**config.mk**
```make
export PLATFORM = sky130hd
export DESIGN_NAME = vis_display
export DESIGN_NICKNAME = d
export VERILOG_FILES = /design/src/rtl/vis_display.sv
export SDC_FILE = /design/constraint.sdc
export NUM_CORES = 1
export LEC_CHECK = 0
export CELL_PAD_IN_SITES_DETAIL_PLACEMENT = 0
export CELL_PAD_IN_SITES_GLOBAL_PLACEMENT = 1
export CORE_MARGIN = 2
export CORE_UTILIZATION = 53
export CTS_BUF_LIST = sky130_fd_sc_hd__clkbuf_8
export DETAILED_ROUTE_END_ITERATION = 10
export DONT_BUFFER_PORTS = 1
export GPL_ROUTABILITY_DRIVEN = 0
export GPL_TIMING_DRIVEN = 0
export PLACE_DENSITY_LB_ADDON = 0.3
export SLEW_MARGIN = 20
export SYNTH_ARGS = -nofsm -noshare
export SYNTH_HDL_FRONTEND = slang
export SYNTH_SLANG_ARGS = --single-unit
export TNS_END_PERCENT = 20
```
**constraint.sdc**
```tcl
create_clock -name F50MHz -period 12.6 [get_ports F50MHz]
set_input_delay 2.52 -clock F50MHz [delete_from_list [all_inputs] [get_ports F50MHz]]
set_output_delay 2.52 -clock F50MHz [all_outputs]
set_load 0.01 [all_outputs]
```
**src/rtl/vis_display.sv**
```systemverilog
// Shows the switch value as a 4-digit decimal on a multiplexed common-anode display.
// Optional feature: define VIS_LEADING_ZERO_BLANK_EN to blank leading zero digits.
module vis_display #(
  parameter int DIV_W = 16
) (
  input  logic        F50MHz,
  input  logic        BTN0,
  input  logic [7:0]  SW,
  output logic [3:0]  AN,
  output logic [7:0]  SEG,
  output logic [7:0]  LED,
  output logic [15:0] dat
);

  logic [7:0]       sw_q;
  logic [15:0]      dat_q, dat_d;
  logic [DIV_W-1:0] cnt_q, cnt_d;
  logic [3:0]       an_q, an_d;
  logic [7:0]       seg_q, seg_d;
  logic [1:0]       idx;
  logic [3:0]       nibble;
  logic             blank;
  logic [19:0]      dabble;
  logic [6:0]       code;

  assign idx   = cnt_q[DIV_W-1:DIV_W-2];
  assign cnt_d = cnt_q + 1'b1;

  // Double-dabble: three BCD digits sit above the 8 binary bits and are shifted in.
  always_comb begin
    dabble = {12'd0, sw_q};
    for (int i = 0; i < 8; i++) begin
      if (dabble[11:8]  >= 4'd5) dabble[11:8]  = dabble[11:8]  + 4'd3;
      if (dabble[15:12] >= 4'd5) dabble[15:12] = dabble[15:12] + 4'd3;
      if (dabble[19:16] >= 4'd5) dabble[19:16] = dabble[19:16] + 4'd3;
      dabble = dabble << 1;
    end
    dat_d = {4'h0, dabble[19:8]};
  end

  always_comb begin
    an_d   = 4'b1110;
    nibble = dat_q[3:0];
    blank  = 1'b0;
    case (idx)
      2'd0: begin
        an_d   = 4'b1110;
        nibble = dat_q[3:0];
      end
      2'd1: begin
        an_d   = 4'b1101;
        nibble = dat_q[7:4];
`ifdef VIS_LEADING_ZERO_BLANK_EN
        blank  = (dat_q[15:4] == 12'h000);
`endif
      end
      2'd2: begin
        an_d   = 4'b1011;
        nibble = dat_q[11:8];
`ifdef VIS_LEADING_ZERO_BLANK_EN
        blank  = (dat_q[15:8] == 8'h00);
`endif
      end
      default: begin
        an_d   = 4'b0111;
        nibble = dat_q[15:12];
`ifdef VIS_LEADING_ZERO_BLANK_EN
        blank  = (dat_q[15:12] == 4'h0);
`endif
      end
    endcase
  end

  // Active-low {g..a}; non-decimal nibbles go dark rather than showing garbage.
  always_comb begin
    code = 7'h7F;
    case (nibble)
      4'd0: code = 7'h40;
      4'd1: code = 7'h79;
      4'd2: code = 7'h24;
      4'd3: code = 7'h30;
      4'd4: code = 7'h19;
      4'd5: code = 7'h12;
      4'd6: code = 7'h02;
      4'd7: code = 7'h78;
      4'd8: code = 7'h00;
      4'd9: code = 7'h10;
      default: code = 7'h7F;
    endcase
    seg_d = blank ? 8'hFF : {1'b1, code};
  end

  always_ff @(posedge F50MHz) begin
    if (!BTN0) begin
      sw_q  <= 8'h00;
      dat_q <= 16'h0000;
      cnt_q <= '0;
      an_q  <= 4'b1111;
      seg_q <= 8'hFF;
    end else begin
      sw_q  <= SW;
      dat_q <= dat_d;
      cnt_q <= cnt_d;
      an_q  <= an_d;
      seg_q <= seg_d;
    end
  end

  assign AN  = an_q;
  assign SEG = seg_q;
  assign LED = sw_q;
  assign dat = dat_q;

endmodule

```
### Yosys cells after proc, flatten, opt, wreduce, memory -nomap -nowiden

Memories as Yosys holds them, arrays and structs flattened. A register that Yosys moved wholly into a read port is not among the register bits.
Index checks and enable logic that the tools add are counted.

| word-level totals | value |
|---|---|
| register bits after elaboration | 45 |
| ROM bits | 112 |
| input port bits | 10 |
| output and inout bits | 36 |
| logic and storage cells | 68 |
| memories kept | 1 |

| operators by class | value |
|---|---|
| add/sub/neg operators | 19 |
| order comparisons | 18 |
| eq/ne operators | 2 |
| muxes and demuxes | 20 |
| reduce and logical (&&, ||, !) cells | 2 |

Memories:

| name | words | width | read ports | clocked after Yosys merged registers in | wr ports | RTL line | text |
|---|---|---|---|---|---|---|---|
| (no name shown) | 16 | 7 | 1 | 1 | 0 | 77 | `case (nibble)` |

Operators with widths:

| operator | count |
|---|---|
| >= comparator 4 x 3 -> 1 bit, second input constant | 15 |
| two-way mux 4 bit | 12 |
| adder 4 x 2 -> 4 bit, second input constant | 11 |
| one-hot mux 4 bit (3 select lines) | 2 |
| two-way mux 3 bit | 6 |
| adder 16 x 1 -> 16 bit, second input constant | 1 |
| adder 3 x 2 -> 3 bit, second input constant | 4 |
| adder 1 x 2 -> 3 bit, second input constant | 2 |
| >= comparator 1 x 3 -> 1 bit, second input constant | 2 |
| adder 1 x 2 -> 3 bit, both inputs constant | 1 |
| >= comparator 1 x 3 -> 1 bit, both inputs constant | 1 |
| equality test 2 x 1 -> 1 bit, second input constant | 1 |
| equality test 2 bit, second input constant | 1 |
| zero test 2 bit | 1 |
| zero test 1 bit | 1 |

### Depth between registers and ports, before layout

| depth | value |
|---|---|
| word-level depth | 14 |
| mapped depth | 24 |
| mapped depth without buffers | 23 |

### Least setup slack after synthesis

OpenSTA, ideal clock, no wires.

| timing path | value |
|---|---|
| kind | reg2reg |
| from | register sw_q[5], in the netlist LED[5] |
| to | register dat_q[8], in the netlist dat[8] |
| library setup time | 0.121 ns |
| arrival | 4.468 ns |
| required time | 12.479 ns |
| path slack | 8.011 ns |
| stages on the path, launching flop included | 24 |
| buffers on the path | 1 |
| clock period less this slack | 4.589 ns |
| path through | dfxtp_1 inv_1 ha_1 inv_1 ha_1 buf_4 a21oi_4 xnor2_1 ha_1 and2b_1 or3_1 a31oi_1 nor2_1 inv_1 ha_1 nand2b_1 nand4_1 nand3_1 ha_1 a21o_1 a2111oi_0 nor2_1 o211ai_1 mux2_2 |

| on the way | value |
|---|---|
| cells in the longest elaborated chain, start to end | 10 |

Ends and longest elaborated chain:

| item | RTL line | text |
|---|---|---|
| start: declaration | 15 | `logic [7:0] sw_q;` |
| start signal: assignment | 95 | `sw_q <= 8'h00;` |
| start signal: assignment | 101 | `sw_q <= SW;` |
| adder 4 x 2 -> 4 bit or >= comparator 4 x 3 -> 1 bit (tied branches) | 33 | `if (dabble[11:8] >= 4'd5) dabble[11:8] = dabble[11:8] + 4'd3;` |
| two-way mux 4 bit (*) | 33 |  |
| adder 4 x 2 -> 4 bit (tied with other cells) | 33 |  |
| two-way mux 4 bit (on tied branches) | 33, 34 |  |
| adder 4 x 2 -> 4 bit (tied with other cells) | 33 |  |
| two-way mux 4 bit (on tied branches) | 33, 34 |  |
| adder 4 x 2 -> 4 bit (tied with other cells) | 33 |  |
| two-way mux 4 bit (on tied branches) | 33, 34 |  |
| adder 4 x 2 -> 4 bit or >= comparator 4 x 3 -> 1 bit (tied branches) | 34 | `if (dabble[15:12] >= 4'd5) dabble[15:12] = dabble[15:12] + 4'd3;` |
| two-way mux 4 bit (*) | 34 |  |
| end signal: assignment | 102 | `dat_q <= dat_d;` |
| end: declaration | 16 | `logic [15:0] dat_q, dat_d;` |

Mark *: on every way between the ends. The rest lies on a longest branch, timed or not.
A chain may end at the register's enable or synchronous reset.

### Worst setup path after layout

Same ends and word-level chain as after synthesis.

==> metrics.yaml <==
finish:
  layout_common_cells: "45 x dfxtp_1, 38 x nor2_1, 19 x ha_1"
  syn_to_final_growth_pct: 7.45
  layout_commonest_cell: "dfxtp_1"
  drive_gt1_share_pct: 12.3
  final_nets: 370
  diodes: 0
synthesis:
  syn_area_per_cell_sq_um: 8.58
  ys.warnings.count: 0
  yosysTopAreaCell: "dfxtp_1"
  postSynthCellCount: 329
  ys.flop_type: "dfxtp_1"
  ys_async_sr_fraction_pct: 0
  yosysUniqueCellTypes: 75
  synth-seq-cells: 45
  yosys-top-cells-area: "dfxtp_1 32%, ha_1 8.4%, nor2_1 5.1%, xor2_1 3.4%, and2_1 3.1%"
  ys_seq_area_share_pct: 31.9
  synth_top_area_share_pct: 31.9
  synthesis.area_sq_mm: 0.00282
  synth_edf_count: 0
place:
  pre_cts_ws_ns: 7.30
  dp_hpwl_um: 4480
  io_buffers: 0
cts:
  cts_root_buf: "clkbuf_8"
  cts_tree: "yes"
  cts_max_level: 2
  cts.clk_slew.worst_paths_ns: 0.08
  cts_buffers: 5
  worstSkewPairLatency_ns: 0.30
  cts_setup_buffers: 0
  clockBufferDepth: 2
  post_cts_resized: 0
  cts_sinks: 45
  hold_buffers: 0
route:
  via_per_inst: 5.72
  drt-pass1-iter-count: 4
  ant_nets: 0
  routed_wl_um: 5940
  route.detailed.drc: 0
  routedWlPerCell_um: 14.5
  initialDrtViolationCount: 162
  vias: 2351
global_route:
  grt_antenna_before_repair: 0
  met3_usage_pct: 6.12
  grt_usage_pct: 21.3
  grt_pass1_wl_um: 10300
  grtUsageMet2_pct: 33.3
  grt_use_met1_pct: 28.6
  grt_pass1_vias: 2180
  grt-ovfl-total: 0
  grt_max_degree: 14
  busiest_layer: "met2"
power_and_ir_drop:
  comb_power_share_pct: 30.7
  p_int_w: 0.000267
  power_density_mw_per_mm2: 132
  p_leak_nw: 1.29
  power_frac_clock_pct: 26.3
  swShare_pct: 33.3
  peakVddDrop_mv: 0.127
  switchingPower_w: 0.000133
  p_seq_share_pct: 43.1
timing:
  rsz0062_at_grt: "false"
  holdWs_ns: 0.448
  finalSetupViolCount: 0
  layout_setup_ws_ns: 7.23
  setup_tns_ns: 0
  slew_headroom_pct: 58.9
  tightest_slew_ns: 0.613
  fin_crit_sh_pct: 42.6
  slew_violations: 0
  max_freq_mhz: 186
  clock_skew_ns: 0.0125
  hold_viol: 0
  min_period_ns: 5.37
worst_setup_path:
  cp.required_ns: 12.79
  criticalPathCategory: "register to register"
  cp-start-kind: "register"
  cp-end-kind: "register"
  worst-path-max-fanout: 9
  arrival_ns: 5.56
floorplan:
  floorplan.initialDensity_pct: 55.2
  pin_count: 46
  coreArea_sq_mm: 0.00511
  die_width_um: 77.0
  rows: 26
  chipHeight_um: 77.0
  die-area_sq_mm: 0.00592
status:
  status: "finished clean"
job:
  max-cap-violations: 0
worst_hold_path:
  hold_path_class: "register to register"
sequential cells by signal, summed over array words and instances (netlist names):
name	count
SEG	7
dat	10
cnt_q	16
LED	8
AN	4
worst max-delay path, cell delays in order (launching register included):
cell       delay (ns)
dfxtp_1          0.53
inv_1            0.19
ha_1             0.23
inv_1            0.05
ha_1             0.12
buf_4            0.16
a21oi_4          0.07
xnor2_1          0.28
ha_1             0.34
and2b_1          0.23
o21ai_1          0.10
a211oi_1         0.46
nor2_1           0.18
inv_1            0.11
ha_1             0.20
nand2b_1         0.11
nand4_1          0.18
nand3_1          0.13
ha_1             0.29
a21o_1           0.21
a2111oi_0        0.53
nor2_1           0.10
o211ai_1         0.11
mux2_2           0.35
kinds of logic after synthesis:
logic type               synth area share (%)
AND/OR/NAND/NOR                          24.5
flip-flops                               31.9
buffers and inverters                    6.30
multiplexers                             3.02
XOR/XNOR                                 5.90
AO/OA/AOI/OAI                            19.7
other                                   0.266
adder cells (fa/ha/maj)                  8.43
synthesized netlist by cell type, types with 3 or more instances:
| cell | instances |
|---|---|
| nand2b_1 | 4 |
| xnor2_1 | 8 |
| a21oi_1 | 11 |
| nor3_1 | 5 |
| or2_2 | 5 |
| nand4_1 | 6 |
| and3_1 | 5 |
| o211ai_1 | 3 |
| a211o_1 | 5 |
| o21ai_0 | 13 |
| dfxtp_1 | 45 |
| nor2_1 | 38 |
| clkbuf_1 | 9 |
| a22oi_1 | 3 |
| buf_4 | 9 |
| a31oi_1 | 3 |
| nor4b_1 | 3 |
| a211oi_1 | 3 |
| xor2_1 | 11 |
| and2_1 | 14 |
| mux2i_1 | 6 |
| ha_1 | 19 |
| nand2_1 | 10 |
| or3_1 | 5 |
| nand3_1 | 17 |
| inv_1 | 13 |
stage by stage:
| step | total power (W) | instance area [sq um] | cells | utilization, % |
|---|---|---|---|---|
| global placement | 0.000295 | 2930 | 404 | 57.3 |
| global route | 0.000426 | 3030 | 411 | 59.4 |
| finish | 0.000400 | 3030 | 411 | 59.4 |
| detailed placement | 0.000297 | 2930 | 404 | 57.3 |
| floorplan | 0.000273 | 2840 | 334 | - |
| CTS | 0.000401 | 3030 | 411 | 59.4 |
final timing paths:
kind,slack (ns),end,cells after the start,start
max reg2reg,7.23,dat[8],23,LED[5]
min,0.45,cnt_q[0],1,cnt_q[0]
max,7.23,dat[8],23,LED[5]
min reg2reg,0.45,cnt_q[0],1,cnt_q[0]
final cells by class:
type | count | area, sq um
fillers | 494 | 2080
well taps | 70 | 87.6
inverters | 14 | 52.6
flip-flops and latches | 45 | 901
plain buffers | 22 | 125
multi-input cells | 253 | 1760
clock buffers | 5 | 68.8
clock inverters | 2 | 35.0
routing by layer:
layer,wire length (um),part of all wire [%]
met3,404,6.8
met5,0,0
met2,2630,44
met1,2830,48
met4,80,1.3
power by group through the flow:
stage / Sequential, W / Combinational (W) / Clock, W
after global routing: 0.000174 / 0.000139 / 0.000112
after detailed placement: 0.000176 / 0.000121 / 0
after global placement: 0.000175 / 0.000119 / 0
after floorplan: 0.000171 / 0.000101 / 0
after CTS: 0.000173 / 0.000121 / 0.000107
final: 0.000172 / 0.000123 / 0.000105
Power figures use the tool's default switching activity.
